<file path="src/rtl/spi_pkg.sv">
// rtl/spi_pkg.sv - shared SPI frame constants, bit order and slave FSM states
package spi_pkg;

  localparam int SPI_FRAME_W = 12;
  localparam bit LSB_FIRST   = 1'b1;

  typedef enum logic [1:0] {
    IDLE    = 2'd0,
    ACTIVE  = 2'd1,
    WAIT_CS = 2'd2
  } spi_state_e;

  // Maps the running bit count onto a word bit position for the chosen bit order.
  function automatic int bit_index(input int count, input int width);
    return LSB_FIRST ? count : width - 1 - count;
  endfunction

endpackage

</file>
<file path="src/rtl/spi_sync_edge.sv">
// rtl/spi_sync_edge.sv - multi-flop synchroniser with rise/fall detection on the synchronised level
module spi_sync_edge
  import spi_pkg::*;
#(
  parameter int   SYNC_STAGES = 2,
  parameter logic RESET_VAL   = 1'b0
) (
  input  logic clk,
  input  logic rst,
  input  logic d_i,
  output logic level_o,
  output logic rise_o,
  output logic fall_o
);

  logic [SYNC_STAGES-1:0] sync_q;
  logic                   prev_q;

  always_ff @(posedge clk) begin
    if (rst) begin
      sync_q <= {SYNC_STAGES{RESET_VAL}};
      prev_q <= RESET_VAL;
    end else begin
      sync_q <= {sync_q[SYNC_STAGES-2:0], d_i};
      prev_q <= sync_q[SYNC_STAGES-1];
    end
  end

  assign level_o = sync_q[SYNC_STAGES-1];
  assign rise_o  = ~prev_q & level_o;
  assign fall_o  = prev_q & ~level_o;

endmodule

</file>
<file path="src/rtl/spi_slave_responder.sv">
// rtl/spi_slave_responder.sv - oversampled SPI slave: captures a frame on mosi and answers on miso
module spi_slave_responder
  import spi_pkg::*;
#(
  parameter int DATA_W      = SPI_FRAME_W,
  parameter int SYNC_STAGES = 2
) (
  input  logic              clk,
  input  logic              rst,
  input  logic              sclk,
  input  logic              cs,
  input  logic              mosi,
  output logic              miso,
  input  logic [DATA_W-1:0] tx_data,
  input  logic              tx_valid,
  output logic              tx_ready,
  output logic [DATA_W-1:0] rx_data,
  output logic              rx_valid,
  output logic              tx_underrun,
  output logic              frame_err
);

  localparam int               CNT_W    = $clog2(DATA_W + 1);
  localparam logic [CNT_W-1:0] LAST_BIT = CNT_W'(DATA_W - 1);

  logic sclk_s, sclk_rise, sclk_fall;
  logic cs_s, cs_rise, cs_fall;
  logic mosi_s, mosi_rise, mosi_fall;
  logic unused_sync;

  spi_sync_edge #(.SYNC_STAGES(SYNC_STAGES), .RESET_VAL(1'b0)) u_sync_sclk (
    .clk(clk), .rst(rst), .d_i(sclk), .level_o(sclk_s), .rise_o(sclk_rise), .fall_o(sclk_fall)
  );
  spi_sync_edge #(.SYNC_STAGES(SYNC_STAGES), .RESET_VAL(1'b1)) u_sync_cs (
    .clk(clk), .rst(rst), .d_i(cs), .level_o(cs_s), .rise_o(cs_rise), .fall_o(cs_fall)
  );
  spi_sync_edge #(.SYNC_STAGES(SYNC_STAGES), .RESET_VAL(1'b0)) u_sync_mosi (
    .clk(clk), .rst(rst), .d_i(mosi), .level_o(mosi_s), .rise_o(mosi_rise), .fall_o(mosi_fall)
  );

  assign unused_sync = sclk_s ^ cs_s ^ mosi_rise ^ mosi_fall;

  spi_state_e        state_q, state_d;
  logic [CNT_W-1:0]  count_q, count_d;
  logic [DATA_W-1:0] tx_shift_q, tx_shift_d;
  logic [DATA_W-1:0] rx_shift_q, rx_shift_d;
  logic [DATA_W-1:0] rx_data_q, rx_data_d;
  logic [DATA_W-1:0] hold_q, hold_d;
  logic              hold_full_q, hold_full_d;
  logic              miso_q, miso_d;
  logic              rx_done_q, rx_done_d;
  logic              rx_valid_q, rx_valid_d;
  logic              underrun_q, underrun_d;
  logic              frame_err_q, frame_err_d;
  logic              load;

  assign load = tx_valid & ~hold_full_q;

  always_comb begin
    state_d     = state_q;
    count_d     = count_q;
    tx_shift_d  = tx_shift_q;
    rx_shift_d  = rx_shift_q;
    rx_data_d   = rx_data_q;
    hold_d      = hold_q;
    hold_full_d = hold_full_q;
    miso_d      = miso_q;
    rx_done_d   = 1'b0;
    rx_valid_d  = rx_done_q;
    underrun_d  = 1'b0;
    frame_err_d = 1'b0;

    if (load) begin
      hold_d      = tx_data;
      hold_full_d = 1'b1;
    end

    unique case (state_q)
      IDLE: begin
        miso_d  = 1'b0;
        count_d = '0;
        if (cs_fall) begin
          state_d     = ACTIVE;
          rx_shift_d  = '0;
          hold_full_d = 1'b0;
          // A word loaded in the same cycle as the frame start goes straight out.
          if (hold_full_q) begin
            tx_shift_d = hold_q;
          end else if (load) begin
            tx_shift_d = tx_data;
          end else begin
            tx_shift_d = '0;
            underrun_d = 1'b1;
          end
        end
      end

      ACTIVE: begin
        if (sclk_fall) begin
          for (int i = 0; i < DATA_W; i++) begin
            if (bit_index(int'(count_q), DATA_W) == i) rx_shift_d[i] = mosi_s;
          end
          count_d = count_q + CNT_W'(1);
        end
        // Completion wins over a coincident cs rise; that rise also ends the frame.
        if (sclk_fall && count_q == LAST_BIT) begin
          rx_data_d = rx_shift_d;
          rx_done_d = 1'b1;
          if (cs_rise) begin
            state_d = IDLE;
            miso_d  = 1'b0;
            count_d = '0;
          end else begin
            state_d = WAIT_CS;
          end
        end else if (cs_rise) begin
          state_d     = IDLE;
          miso_d      = 1'b0;
          count_d     = '0;
          frame_err_d = 1'b1;
        end else if (sclk_rise) begin
          miso_d     = LSB_FIRST ? tx_shift_q[0] : tx_shift_q[DATA_W-1];
          tx_shift_d = LSB_FIRST ? (tx_shift_q >> 1) : (tx_shift_q << 1);
        end
      end

      WAIT_CS: begin
        if (cs_rise) begin
          state_d = IDLE;
          miso_d  = 1'b0;
          count_d = '0;
        end
      end

      default: begin
        state_d = IDLE;
        miso_d  = 1'b0;
        count_d = '0;
      end
    endcase
  end

  always_ff @(posedge clk) begin
    if (rst) begin
      state_q     <= IDLE;
      count_q     <= '0;
      tx_shift_q  <= '0;
      rx_shift_q  <= '0;
      rx_data_q   <= '0;
      hold_q      <= '0;
      hold_full_q <= 1'b0;
      miso_q      <= 1'b0;
      rx_done_q   <= 1'b0;
      rx_valid_q  <= 1'b0;
      underrun_q  <= 1'b0;
      frame_err_q <= 1'b0;
    end else begin
      state_q     <= state_d;
      count_q     <= count_d;
      tx_shift_q  <= tx_shift_d;
      rx_shift_q  <= rx_shift_d;
      rx_data_q   <= rx_data_d;
      hold_q      <= hold_d;
      hold_full_q <= hold_full_d;
      miso_q      <= miso_d;
      rx_done_q   <= rx_done_d;
      rx_valid_q  <= rx_valid_d;
      underrun_q  <= underrun_d;
      frame_err_q <= frame_err_d;
    end
  end

  assign miso        = miso_q;
  assign tx_ready    = ~hold_full_q;
  assign rx_data     = rx_data_q;
  assign rx_valid    = rx_valid_q;
  assign tx_underrun = underrun_q;
  assign frame_err   = frame_err_q;

endmodule
</file>
<file path="config.mk">
export PLATFORM = sky130hd
export DESIGN_NAME = spi_slave_responder
export DESIGN_NICKNAME = d
export VERILOG_FILES = /design/src/rtl/spi_pkg.sv /design/src/rtl/spi_sync_edge.sv /design/src/rtl/spi_slave_responder.sv
export SDC_FILE = /design/constraint.sdc
export NUM_CORES = 1
export LEC_CHECK = 0
export ABC_AREA = 1
export CAP_MARGIN = 10
export CORE_MARGIN = 3
export CORE_UTILIZATION = 55
export DETAILED_ROUTE_END_ITERATION = 10
export GPL_TIMING_DRIVEN = 0
export PLACE_DENSITY_LB_ADDON = 0.25
export SYNTH_ARGS = -nofsm -noshare
export SYNTH_HDL_FRONTEND = slang
export SYNTH_SLANG_ARGS = --single-unit
</file>
<file path="constraint.sdc">
create_clock -name clk -period 1.95 [get_ports clk]
set_input_delay 0.39 -clock clk [delete_from_list [all_inputs] [get_ports clk]]
set_output_delay 0.39 -clock clk [all_outputs]
set_load 0.05 [all_outputs]
</file>
==> results.py <==
metrics = {
    "detailed_routing": {
        "totalWireLength_um": 7150,
        "detail-route-antenna-nets": 0,
        "drtIter0Drc": 126,
        "num_vias": 2817,
        "wl_per_cell_um": 13.6,
        "drc_errors": 0,
        "via_per_inst": 5.38,
        "first_pass_iters": 4,
    },
    "synthesis": {
        "synthTopCellsByArea": "dfxtp_1 44%, a21oi_1 10%, nand2_1 9.8%",
        "yosysUniqueCellTypes": 33,
        "ys_warn_count": 0,
        "synth_top_area_cell": "dfxtp_1",
        "netlist_instances": 405,
        "yosysSeqAreaShare": 0.439,
        "async_flop_share": 0,
        "synth_edf_count": 0,
        "synth_fp_nets": 431,
        "synth_seq_cells": 67,
        "synth_area_mm2": 0.00306,
        "synthFlopType": "dfxtp_1",
        "synth_top_cell_area_share": 0.439,
        "avgSynthCellArea_um2": 7.54,
    },
    "finish": {
        "layout-drive-gt1-share": 0.167,
        "area_delta_synth_final_pct": 19.3,
        "final_cell_mix": "80 x nand2_1, 67 x dfxtp_1, 64 x a21oi_1",
        "postLayoutCellArea_mm2": 0.00364,
        "nets": 475,
        "fillCellCount": 453,
        "final_common_cell": "nand2_1",
        "antennaDiodeCount": 0,
        "fin_util": 0.696,
    },
    "sta": {
        "fmax_mhz": 528,
        "fin_setup_tns_ns": 0,
        "post-route-period-util": 0.972,
        "min_period_ns": 1.90,
        "final_max_slew_viol_count": 0,
        "fin_skew_ns": 0.00710,
        "setup_violations": 0,
        "slew_headroom": 0.537,
        "rsz0062_at_grt": "no",
        "tightestPinTransition_ns": 0.695,
        "hold_violations": 0,
        "holdWs_ns": 0.411,
    },
    "setup_path": {
        "r2r-start": "state_q[0]",
        "r2r-end": "rx_shift_q[10]",
        "critPathTopFamily": "buffers and inverters",
        "cp_max_fo": 2,
        "crit_chain": "clkdlybuf4s50_1",
        "slowest_delay_ns": 0.81,
        "required_ns": 1.56,
        "r2r_slack_ns": 0.24,
        "reg2regPathDepth": 8,
        "arrival_ns": 1.51,
        "cp-start-kind": "flop",
        "slowest_stage": "clkdlybuf4s50_1",
        "worst-path-buf-inv": 1,
        "end_kind": "output port",
        "critical_path_class": "reg2out",
    },
    "global_route": {
        "overflow": 0,
        "grt_max_degree": 11,
        "grt_pass1_vias": 2731,
        "antenna_found_initial": 0,
        "grt_pass1_wl_um": 12100,
        "grt_use_total": 0.242,
    },
    "clock_tree": {
        "clock-sinks": 67,
        "root_buffer": "clkbuf_8",
        "cts_tree": "done",
        "cts.clk_slew.worst_paths_ns": 0.06,
        "clockBufferDepth": 2,
        "cts_made_buffers": 9,
        "clk_latency_ns": 0.34,
        "cts_max_level": 3,
    },
    "power_and_ir_drop": {
        "p_total_mw": 2.85,
        "p_leak_nw": 1.43,
        "p_per_area_mw_per_mm2": 783,
        "ir_worst_vdd_v": 0.000568,
    },
    "floorplanning": {
        "dieArea_mm2": 0.00649,
        "core_area_mm2": 0.00524,
        "rows": 26,
        "ioPinCount": 35,
        "die_y_um": 80.5,
        "initial_core_util": 0.583,
        "die_w_um": 80.5,
    },
    "hold_path": {
        "hold_depth": 2,
        "holdPathEnd": "u_sync_mosi.sync_q[1]",
        "hold_start": "u_sync_mosi.sync_q[0]",
        "hold_path_class": "reg2reg",
    },
    "job": {
        "max-cap-violations": 0,
    },
    "placed_design": {
        "io_buffers": 33,
        "place_area_mm2": 0.00347,
        "globalplace.congestion": 0.862,
        "post-dp-hpwl_um": 4970,
    },
    "status": {
        "outcome": "complete, no violations",
    },
}
==> registers in the layout (all words and copies together), names as in the netlist, 4 cells and up <==
name and cells:
hold_q 12, rx_data 12, tx_shift_q 12, rx_shift_q 11, count_q 4
==> power breakdown <==
group          internal [mW]  total (mW)  switching, mW  leakage, nW
Combinational          0.143       0.394          0.250        0.799
Sequential              1.41        1.44         0.0259        0.544
Clock                  0.528        1.03          0.497       0.0905
==> cell type report <==
class / instances / area (µm²) / share of cell area
Timing Repair Buffer: 33 / 329 / 0.0903
Buffer: 21 / 120 / 0.0330
Tap cell: 70 / 87.6 / 0.0240
Inverter: 30 / 115 / 0.0316
Clock buffer: 14 / 163 / 0.0446
Clock inverter: 2 / 10.0 / 0.00275
Multi-Input combinational cell: 287 / 1480 / 0.406
Sequential cell: 67 / 1340 / 0.368
==> through the flow <==
step                setup slack [ns]  instances
floorplan                      0.521        405
global placement               0.163        508
detailed placement             0.125        508
CTS                           0.0477        524
global route                  0.0220        524
finish                        0.0548        524
==> cell families after synthesis <==
| family | after synthesis | share of synthesized area |
|---|---|---|
| AND/OR/NAND/NOR | 180 | 0.267 |
| adder cells (fa/ha/maj) | 8 | 0.0328 |
| buffers and inverters | 51 | 0.0770 |
| flip-flops | 67 | 0.439 |
| AO/OA/AOI/OAI | 99 | 0.185 |
==> synthesized netlist by cell type, types with 3 or more instances <==
master	count
a21oi_1	64
a21oi_2	11
a31o_2	4
buf_2	8
buf_6	3
clkbuf_1	7
dfxtp_1	67
ha_1	8
inv_1	22
inv_2	7
nand2_1	80
nand2_2	11
nand3_1	18
nand4_1	4
nor2_1	47
o21ai_0	6
o21ai_1	10
or2_2	9
==> repair_timing <==
action                     4_1_cts  5_1_grt
buffers inserted                 0        0
resized for setup                1        0
hold buffers                     0        0
setup endpoints to repair        1        0
==> metal layers <==
| layer | share of wire | vias up | global-route usage |
|---|---|---|---|
| met5 | 0 | - | 0 |
| met4 | 0.015 | 0 | 0.0861 |
| met3 | 0.046 | 13 | 0.0774 |
| met2 | 0.49 | 67 | 0.416 |
| met1 | 0.44 | 1321 | 0.282 |
| li1 | - | 1416 | - |
==> worst max-delay path by stage <==
stage                    start       endpoint  slack [ns]  cells past startpoint
global placement      tx_valid  tx_shift_q[9]        0.16                      8
detailed placement    tx_valid  tx_shift_q[9]        0.13                      8
global route        rx_data[4]     rx_data[4]        0.02                      1
CTS                 rx_data[5]     rx_data[5]        0.05                      1
floorplan           state_q[1]  tx_shift_q[8]        0.52                     11
finish              rx_data[5]     rx_data[5]        0.05                      1
(Power assumes the default switching activity.)
